`src/rtl/instr_encoder_loader.sv`:
```
// Packs symbolic LEGv8 instructions from a valid/ready stream into 32-bit words
// and writes them sequentially into instruction memory, one word per transfer.
module instr_encoder_loader #(
    parameter int ADDR_W = 10,
    parameter int DEPTH  = 1024
) (
    input  logic              clk,
    input  logic              reset,
    input  logic              start,
    input  logic              finish,
    input  logic              in_valid,
    output logic              in_ready,
    input  logic [3:0]        op,
    input  logic [4:0]        rd,
    input  logic [4:0]        rn,
    input  logic [4:0]        rm,
    input  logic [11:0]       imm12,
    input  logic [5:0]        shamt,
    input  logic [8:0]        daddr9,
    input  logic [25:0]       baddr26,
    input  logic [18:0]       caddr19,
    output logic              imem_we,
    output logic [ADDR_W-1:0] imem_addr,
    output logic [31:0]       imem_wdata,
    output logic [ADDR_W:0]   word_count,
    output logic              busy,
    output logic              full,
    output logic              err_illegal
);

    typedef enum logic [1:0] {
        IDLE,
        LOAD,
        FULL
    } state_t;

    typedef enum logic [3:0] {
        OP_NOP  = 4'd0,
        OP_ADDI = 4'd1,
        OP_ADDS = 4'd2,
        OP_SUBS = 4'd3,
        OP_LSL  = 4'd4,
        OP_LSR  = 4'd5,
        OP_MUL  = 4'd6,
        OP_B    = 4'd7,
        OP_BLT  = 4'd8,
        OP_CBZ  = 4'd9,
        OP_LDUR = 4'd10,
        OP_STUR = 4'd11
    } op_t;

    localparam logic [ADDR_W:0] DEPTH_W = (ADDR_W + 1)'(DEPTH);

    state_t      state;
    logic [31:0] enc;
    logic        legal;
    logic        xfer;

    always_comb begin
        enc   = '0;
        legal = 1'b1;
        case (op_t'(op))
            OP_NOP:  enc = '0;
            OP_ADDI: enc = {10'b1001000100, imm12, rn, rd};
            OP_ADDS: enc = {11'b10101011000, rm, 6'd0, rn, rd};
            OP_SUBS: enc = {11'b11101011000, rm, 6'd0, rn, rd};
            OP_MUL:  enc = {11'b10011011000, rm, 6'd0, rn, rd};
            OP_LSL:  enc = {11'b11010011011, 5'd0, shamt, rn, rd};
            OP_LSR:  enc = {11'b11010011010, 5'd0, shamt, rn, rd};
            OP_B:    enc = {6'b000101, baddr26};
            OP_BLT:  enc = {8'b01010100, caddr19, 5'b01011};
            OP_CBZ:  enc = {8'b10110100, caddr19, rd};
            OP_LDUR: enc = {11'b11111000010, daddr9, 2'b00, rn, rd};
            OP_STUR: enc = {11'b11111000000, daddr9, 2'b00, rn, rd};
            default: legal = 1'b0;
        endcase
    end

    // word_count advances on the capture edge, so it already includes the
    // word being written and serves directly as the next capture address.
    assign in_ready = (state == LOAD) && (word_count < DEPTH_W);
    assign xfer     = in_valid && in_ready;
    assign busy     = (state != IDLE) || imem_we;
    assign full     = (state == FULL);

    always_ff @(posedge clk or posedge reset) begin
        if (reset) begin
            state       <= IDLE;
            imem_we     <= 1'b0;
            imem_addr   <= '0;
            imem_wdata  <= '0;
            word_count  <= '0;
            err_illegal <= 1'b0;
        end else begin
            imem_we <= 1'b0;
            if (xfer && legal) begin
                imem_we    <= 1'b1;
                imem_addr  <= word_count[ADDR_W-1:0];
                imem_wdata <= enc;
                word_count <= word_count + 1'b1;
            end
            if (xfer && !legal)
                err_illegal <= 1'b1;

            // start outranks finish, the count increment and the error flag
            if (start) begin
                state       <= LOAD;
                word_count  <= '0;
                err_illegal <= 1'b0;
            end else if (finish && state != IDLE) begin
                state <= IDLE;
            end else if (state == LOAD && xfer && legal
                         && (word_count + 1'b1) == DEPTH_W) begin
                state <= FULL;
            end
        end
    end

endmodule

```
`config.mk`:
```
export PLATFORM = sky130hd
export DESIGN_NAME = instr_encoder_loader
export DESIGN_NICKNAME = d
export VERILOG_FILES = /design/src/rtl/instr_encoder_loader.sv
export SDC_FILE = /design/constraint.sdc
export NUM_CORES = 1
export LEC_CHECK = 0
export ABC_AREA = 1
export ABC_CLOCK_PERIOD_IN_PS = 3800
export CORE_MARGIN = 5
export CORE_UTILIZATION = 44
export DETAILED_ROUTE_END_ITERATION = 10
export PLACE_DENSITY = 0.86
export SETUP_SLACK_MARGIN = 0.2
export SYNTH_ARGS = -nofsm -noshare
export SYNTH_HDL_FRONTEND = slang
export SYNTH_SLANG_ARGS = --single-unit
```
`constraint.sdc`:
```
create_clock -name clk -period 3.8 [get_ports clk]
set_input_delay 1.14 -clock clk [delete_from_list [all_inputs] [get_ports clk]]
set_output_delay 1.14 -clock clk [all_outputs]
set_load 0.005 [all_outputs]
```
==> results of run 1 <==
[worst max-delay path by stage]
stage | slack, ns | cells after the start | endpoint | start
3_3_place_gp | 0.81 | 7 | imem_wdata[13]$_DFFE_PP0P_ | op[1]
3_5_place_dp | 0.76 | 6 | word_count[7]$_DFFE_PP0P_ | op[3]
4_1_cts | 1.11 | 6 | imem_wdata[26]$_DFFE_PP0P_ | op[2]
5_1_grt | 0.92 | 6 | word_count[5]$_DFFE_PP0P_ | op[3]
2_1_floorplan | 1.26 | 1 | err_illegal$_DFFE_PP0P_ | reset
6_report | 1.10 | 6 | imem_wdata[26]$_DFFE_PP0P_ | op[2]
[sequential cells by signal (all words and copies together) (netlist names)]
| register | count |
|---|---|
| err_illegal | 1 |
| imem_we | 1 |
| word_count | 11 |
| imem_wdata | 32 |
| imem_addr | 10 |
| state | 2 |
[cells by family (layout without fill, tap and decap cells)]
family / count (synthesis) / after routing / synth area share (%)
xor+xnor: 3 / 3 / 0.832
simple gates: 224 / 224 / 30.8
compound gates: 74 / 74 / 13.8
fa+ha+maj: 6 / 6 / 2.38
flops: 57 / 57 / 45.2
buf+inv: 50 / 207 / 6.97
[synth_stat cells, types with 2 or more instances]
master	count
inv_2	6
nand2_1	157
a22o_1	2
o21ai_0	18
xor2_1	3
a21o_1	3
dfrtp_1	57
a22oi_1	9
nand3_1	27
nand4_1	6
a21oi_1	12
nor2_2	3
nor2_1	15
inv_1	27
buf_4	4
ha_1	6
o22ai_1	4
nor2_4	3
buf_2	6
nand2_2	3
clkbuf_1	4
nor3_1	2
nand2_4	2
nand3_2	2
o21ai_1	21
[final cells by class]
class,count,area (um2)
Clock inverter,3,17.5
Inverter,35,134
Tap cell,96,120
Fill cell,573,1980
Sequential cell,57,1430
Timing Repair Buffer,158,1570
Clock buffer,11,151
Multi-Input combinational cell,307,1510
[power by group through the flow]
stage / clock (W) / combinational [W] / sequential [W]
after floorplan: 0 / 0.000135 / 0.000703
after global placement: 0 / 0.000381 / 0.000703
after detailed placement: 0 / 0.000388 / 0.000703
after CTS: 0.000500 / 0.000390 / 0.000694
after global routing: 0.000530 / 0.000421 / 0.000701
final: 0.000491 / 0.000387 / 0.000695
[worst register-to-register path: stages (launching register included)]
cell,delay [ns]
dfrtp_1,0.43
nor2_2,0.13
nand3_2,0.10
nor2_4,0.11
buf_4,0.22
o21ai_4,0.15
inv_2,0.30
nand3_1,0.12
nand3_1,0.10
[stage by stage]
| stage | util, % | hold slack, ns | setup WS (ns) | std cells |
|---|---|---|---|---|
| floorplan | - | 0.465 | 1.26 | 414 |
| global placement | 68.9 | 0.460 | 0.814 | 653 |
| detailed placement | 68.9 | 0.465 | 0.759 | 653 |
| CTS | 71.4 | 0.482 | 1.11 | 667 |
| global route | 71.4 | 0.507 | 0.917 | 667 |
| finish | 71.4 | 0.483 | 1.10 | 667 |
[metal layers]
layer  vias up  wire [um]  global-route usage [%]  part of all wire, %
li1       1655          -                       -                    -
met1      1617       4150                    29.4                   39
met2       161       5260                    40.4                   50
met3        20        853                    6.29                  8.1
met4         0        246                    10.1                  2.3
met5         -          0                       0                    0
==> metrics.cfg, run 1 <==
[run_status]
status = completed

[floorplan]
start_util_pct = 45.7
ios = 154
die_w_um = 94.7
coreArea_um2 = 6910
rows = 30
die_h_um = 94.7
die_area_um2 = 8970

[worst_setup_path]
critPathCaptureType = flip-flop
r2r-start = word_count[10]$_DFFE_PP0P_
crit_family = buffers and inverters
critPathSlowestCell = clkdlybuf4s50_1
r2r_cells = 8
required_ns = 4.02
path_max_fanout = 21
critPathBufInv = 3
crit_path_max_incr_delay_ns = 0.50
crit_chain = clkdlybuf4s50_1 -> inv_1 -> ha_1 -> o21ai_4 -> inv_2 -> a22o_1
path_class = in -> reg
arrival_ns = 2.92
r2r-end = imem_wdata[4]$_DFFE_PP0P_
ff2ff_setup_slack_ns = 2.07
startpoint_type = primary input

[placement]
placed_area_um2 = 4760
gp_congestion = 0.865
portBuffers = 153
hpwl_mm = 8.23

[layout]
diodes = 0
nNetsFinal = 670
drive_gt1_share_pct = 7.53
layout_common_cells = nand2_1 (157), clkdlybuf4s50_1 (153), dfrtp_1 (57)
design_area_um2 = 4930
area_growth_pct = 56.1
final_common_cell = nand2_1

[route]
drt_iter0_drc = 161
totalWireLength_mm = 10.5
route.detailed.drc = 0
vias = 3453
wl_per_cell_um = 15.8
final_antenna_net_count = 0
drtPass1Iterations = 7
viasPerCell = 5.18

[power]
total_power_w = 0.00157
p_seq_share_pct = 44.2
sw_frac_of_total_pct = 27.2
vdd_ir_drop_max_mv = 0.208
power.density_nw_per_um2 = 319
power.clock.fraction_pct = 31.2
p_leak_nw = 2.23
p_sw_w = 0.000428
combPwrFrac_pct = 24.6
intPower_w = 0.00115

[synth]
syn-instance-count = 414
yosys_most_used_dff = dfrtp_1
ys_seq_area_share_pct = 45.2
yosys.area.top_type = dfrtp_1
synth_seq_cells = 57
async_flop_share_pct = 100
yosys_warnings = 0
synth_edf_count = 0
syn-num-nets = 516
synth_area_um2 = 3160
synth_top_cell_area_share_pct = 45.2
synthDistinctLibCells = 37
netlist_top_cells_area = dfrtp_1 (45%), nand2_1 (19%), nand3_1 (4.3%), o21ai_1 (3.3%), inv_1 (3.2%)
postSynthAreaPerCell_um2 = 7.63

[global_routing]
grt_max_degree = 34
grt_pass1_vias = 3545
grt_overflow_total = 0
grt_usage_pct = 24.1
antenna_found_initial = 0
grt_pass1_wl_mm = 16.8

[sta]
rsz0062_at_grt = no
fmax_mhz = 371
finalSetupTns_ns = 0
setup_viol = 0
period_share_pct = 71.0
slew_violations = 0
min_period_ns = 2.70
skew_ns = 0.00742
finalHoldViolCount = 0
relSlewSlack_pct = 61.5
worst_slew_pin_slew_ns = 0.576

[cts]
clkLatencyLatePin_ns = 0.33
clock_sinks = 57
cts_tree = yes
cts_root_buffer = clkbuf_8
cts_resized = 0
numCtsBuffers = 9
post-cts-setup-buffers = 0
clk_pin_slew_worst_paths_ns = 0.06
cts_hold_buf = 0
clk_path_buf_depth = 2
cts_max_level = 3

[hold_path]
holdPathEnd = imem_wdata[6]$_DFFE_PP0P_
worstHoldStart = imem_wdata[6]$_DFFE_PP0P_
hp-class = reg -> reg
hold_depth = 2

[flow_run]
cap_violations = 0

Note: power is estimated with default switching activity, not from simulation.
==> run 2: changes to the inputs <==
--- a/config.mk
+++ b/config.mk
@@ -6,11 +6,11 @@
 export NUM_CORES = 1
 export LEC_CHECK = 0
 export ABC_AREA = 1
-export ABC_CLOCK_PERIOD_IN_PS = 3800
+export ABC_CLOCK_PERIOD_IN_PS = 2600
 export CORE_MARGIN = 5
-export CORE_UTILIZATION = 44
+export CORE_UTILIZATION = 41
 export DETAILED_ROUTE_END_ITERATION = 10
-export PLACE_DENSITY = 0.86
+export PLACE_DENSITY = 0.81
 export SETUP_SLACK_MARGIN = 0.2
 export SYNTH_ARGS = -nofsm -noshare
 export SYNTH_HDL_FRONTEND = slang
==> constraint.sdc (replaced) <==
create_clock -name clk -period 2.6 [get_ports clk]
set_input_delay 0.78 -clock clk [delete_from_list [all_inputs] [get_ports clk]]
set_output_delay 0.78 -clock clk [all_outputs]
set_load 0.005 [all_outputs]
==> metrics.cfg, run 2 (synthesized netlist as in run 1, its figures left out) <==
[worst_setup_path]
startpoint_type = primary input
r2r_cells = 10
crit_family = buffers and inverters
crit_chain = clkdlybuf4s50_1 -> ha_1 -> inv_1 -> o21ai_1 -> nand2_1 -> nand4_1 -> nand2_1 -> nand2_1
path_max_fanout = 6
path_class = in -> reg
critPathCaptureType = flip-flop
required_ns = 2.87
r2r-end = state[0]$_DFFE_PP0P_
cp.depth = 8
critPathMostFrequentCell = nand2_1
r2r-start = word_count[1]$_DFFE_PP0P_
cp-startpoint = op[2]
crit_end = imem_wdata[19]$_DFFE_PP0P_
arrival_ns = 2.60
ff2ff_setup_slack_ns = 0.92
crit_path_max_incr_delay_ns = 0.56
critPathBufInv = 2
critPathSlowestCell = o21ai_1

[route]
route.detailed.drc = 0
drt_iter0_drc = 125
wl_per_cell_um = 15.4
totalWireLength_mm = 10.5
vias = 3485
viasPerCell = 5.10
final_antenna_net_count = 0
drtPass1Iterations = 5

[power]
p_seq_share_pct = 38.4
sw_frac_of_total_pct = 24.5
power.density_nw_per_um2 = 519
intPower_w = 0.00199
combPwrFrac_pct = 21.8
power.clock.fraction_pct = 39.8
vdd_ir_drop_max_mv = 0.249
p_sw_w = 0.000648
total_power_w = 0.00264
p_leak_nw = 2.31

[cts]
clk_path_buf_depth = 2
clkLatencyLatePin_ns = 0.34
clock_sinks = 57
post-cts-setup-buffers = 0
cts_root_buffer = clkbuf_8
cts_resized = 0
cts_tree = yes
numCtsBuffers = 9
cts_max_level = 3
clk_pin_slew_worst_paths_ns = 0.06
cts_hold_buf = 0

[sta]
period_share_pct = 89.5
finalHoldViolCount = 0
worst_slew_pin_slew_ns = 0.642
slew_violations = 0
skew_ns = 0.00857
setup_viol = 0
min_period_ns = 2.33
rsz0062_at_grt = yes
relSlewSlack_pct = 56.9
fmax_mhz = 430

[layout]
diodes = 0
layout_common_cells = nand2_1 (157), clkdlybuf4s50_1 (153), dfrtp_1 (57)
final_common_cell = nand2_1
largest_reg_flops = 32
fin_util_pct = 66.9
largest_registers = imem_wdata (32), word_count (11), imem_addr (10)
design_area_um2 = 5090
top_register = imem_wdata
area_growth_pct = 61.1
drive_gt1_share_pct = 9.11
nNetsFinal = 679

[global_routing]
antenna_found_initial = 0
grt_overflow_total = 0
grt_pass1_vias = 3519
grt_pass1_wl_mm = 16.8
grt_usage_pct = 21.8
grt_max_degree = 25

[flow_run]
cap_violations = 0

[placement]
portBuffers = 153
gp_congestion = 0.883
hpwl_mm = 8.03
placed_area_um2 = 4830

[floorplan]
die_w_um = 97.8
rows = 32
start_util_pct = 41.5
die_h_um = 97.8
die_area_um2 = 9560
coreArea_um2 = 7610
ios = 154

[run_status]
status = completed

[hold_path]
hp-class = reg -> reg

[run 2: power by group through the flow]
stage | registers [W] | logic [W] | clock network (W)
4_1_cts | 0.00101 | 0.000580 | 0.00107
3_5_place_dp | 0.00103 | 0.000577 | 0
6_report | 0.00101 | 0.000576 | 0.00105
3_3_place_gp | 0.00102 | 0.000570 | 0
5_1_grt | 0.00102 | 0.000628 | 0.00111
2_1_floorplan | 0.00103 | 0.000197 | 0
[run 2: area by class of cell]
class                           count  area [um2]
Fill cell                         634        2520
Timing Repair Buffer              166        1630
Multi-Input combinational cell    308        1520
Sequential cell                    57        1430
Clock buffer                       12         155
Inverter                           35         134
Tap cell                          102         128
Clock inverter                      4        98.8
[run 2: metal layers]
| layer | wire length (um) | GRT usage, % | vias to the layer above |
|---|---|---|---|
| met2 | 5030 | 35.8 | 167 |
| li1 | - | - | 1675 |
| met1 | 4280 | 26.9 | 1617 |
| met3 | 918 | 5.79 | 26 |
| met5 | 0 | 0 | - |
| met4 | 293 | 9.58 | 0 |
[run 2: stage by stage]
stage	worst slack (ns)	std cells	hold slack, ns	setup TNS [ns]
2_1_floorplan	0.420	414	0.465	0
3_3_place_gp	0.0437	667	0.461	0
3_5_place_dp	-0.0453	667	0.464	-0.142
4_1_cts	0.302	683	0.481	0
5_1_grt	0.186	684	0.503	0
6_report	0.272	684	0.476	0
[run 2: worst min-delay path by stage]
| stage | start | to | slack, ns | cells after the start |
|---|---|---|---|---|
| floorplan | imem_wdata[28]$_DFFE_PP0P_ | imem_wdata[28]$_DFFE_PP0P_ | 0.47 | 2 |
| global placement | imem_wdata[28]$_DFFE_PP0P_ | imem_wdata[28]$_DFFE_PP0P_ | 0.46 | 2 |
| detailed placement | imem_wdata[6]$_DFFE_PP0P_ | imem_wdata[6]$_DFFE_PP0P_ | 0.46 | 2 |
| CTS | imem_wdata[6]$_DFFE_PP0P_ | imem_wdata[6]$_DFFE_PP0P_ | 0.48 | 2 |
| global route | imem_wdata[6]$_DFFE_PP0P_ | imem_wdata[6]$_DFFE_PP0P_ | 0.50 | 2 |
| finish | imem_wdata[6]$_DFFE_PP0P_ | imem_wdata[6]$_DFFE_PP0P_ | 0.48 | 2 |
[run 2: worst min-delay path, delay by kind of cell (launching register included)]
family | cells | cell delay, ns
AND/OR/NAND/NOR | 2 | 0.10
flip-flops | 1 | 0.34
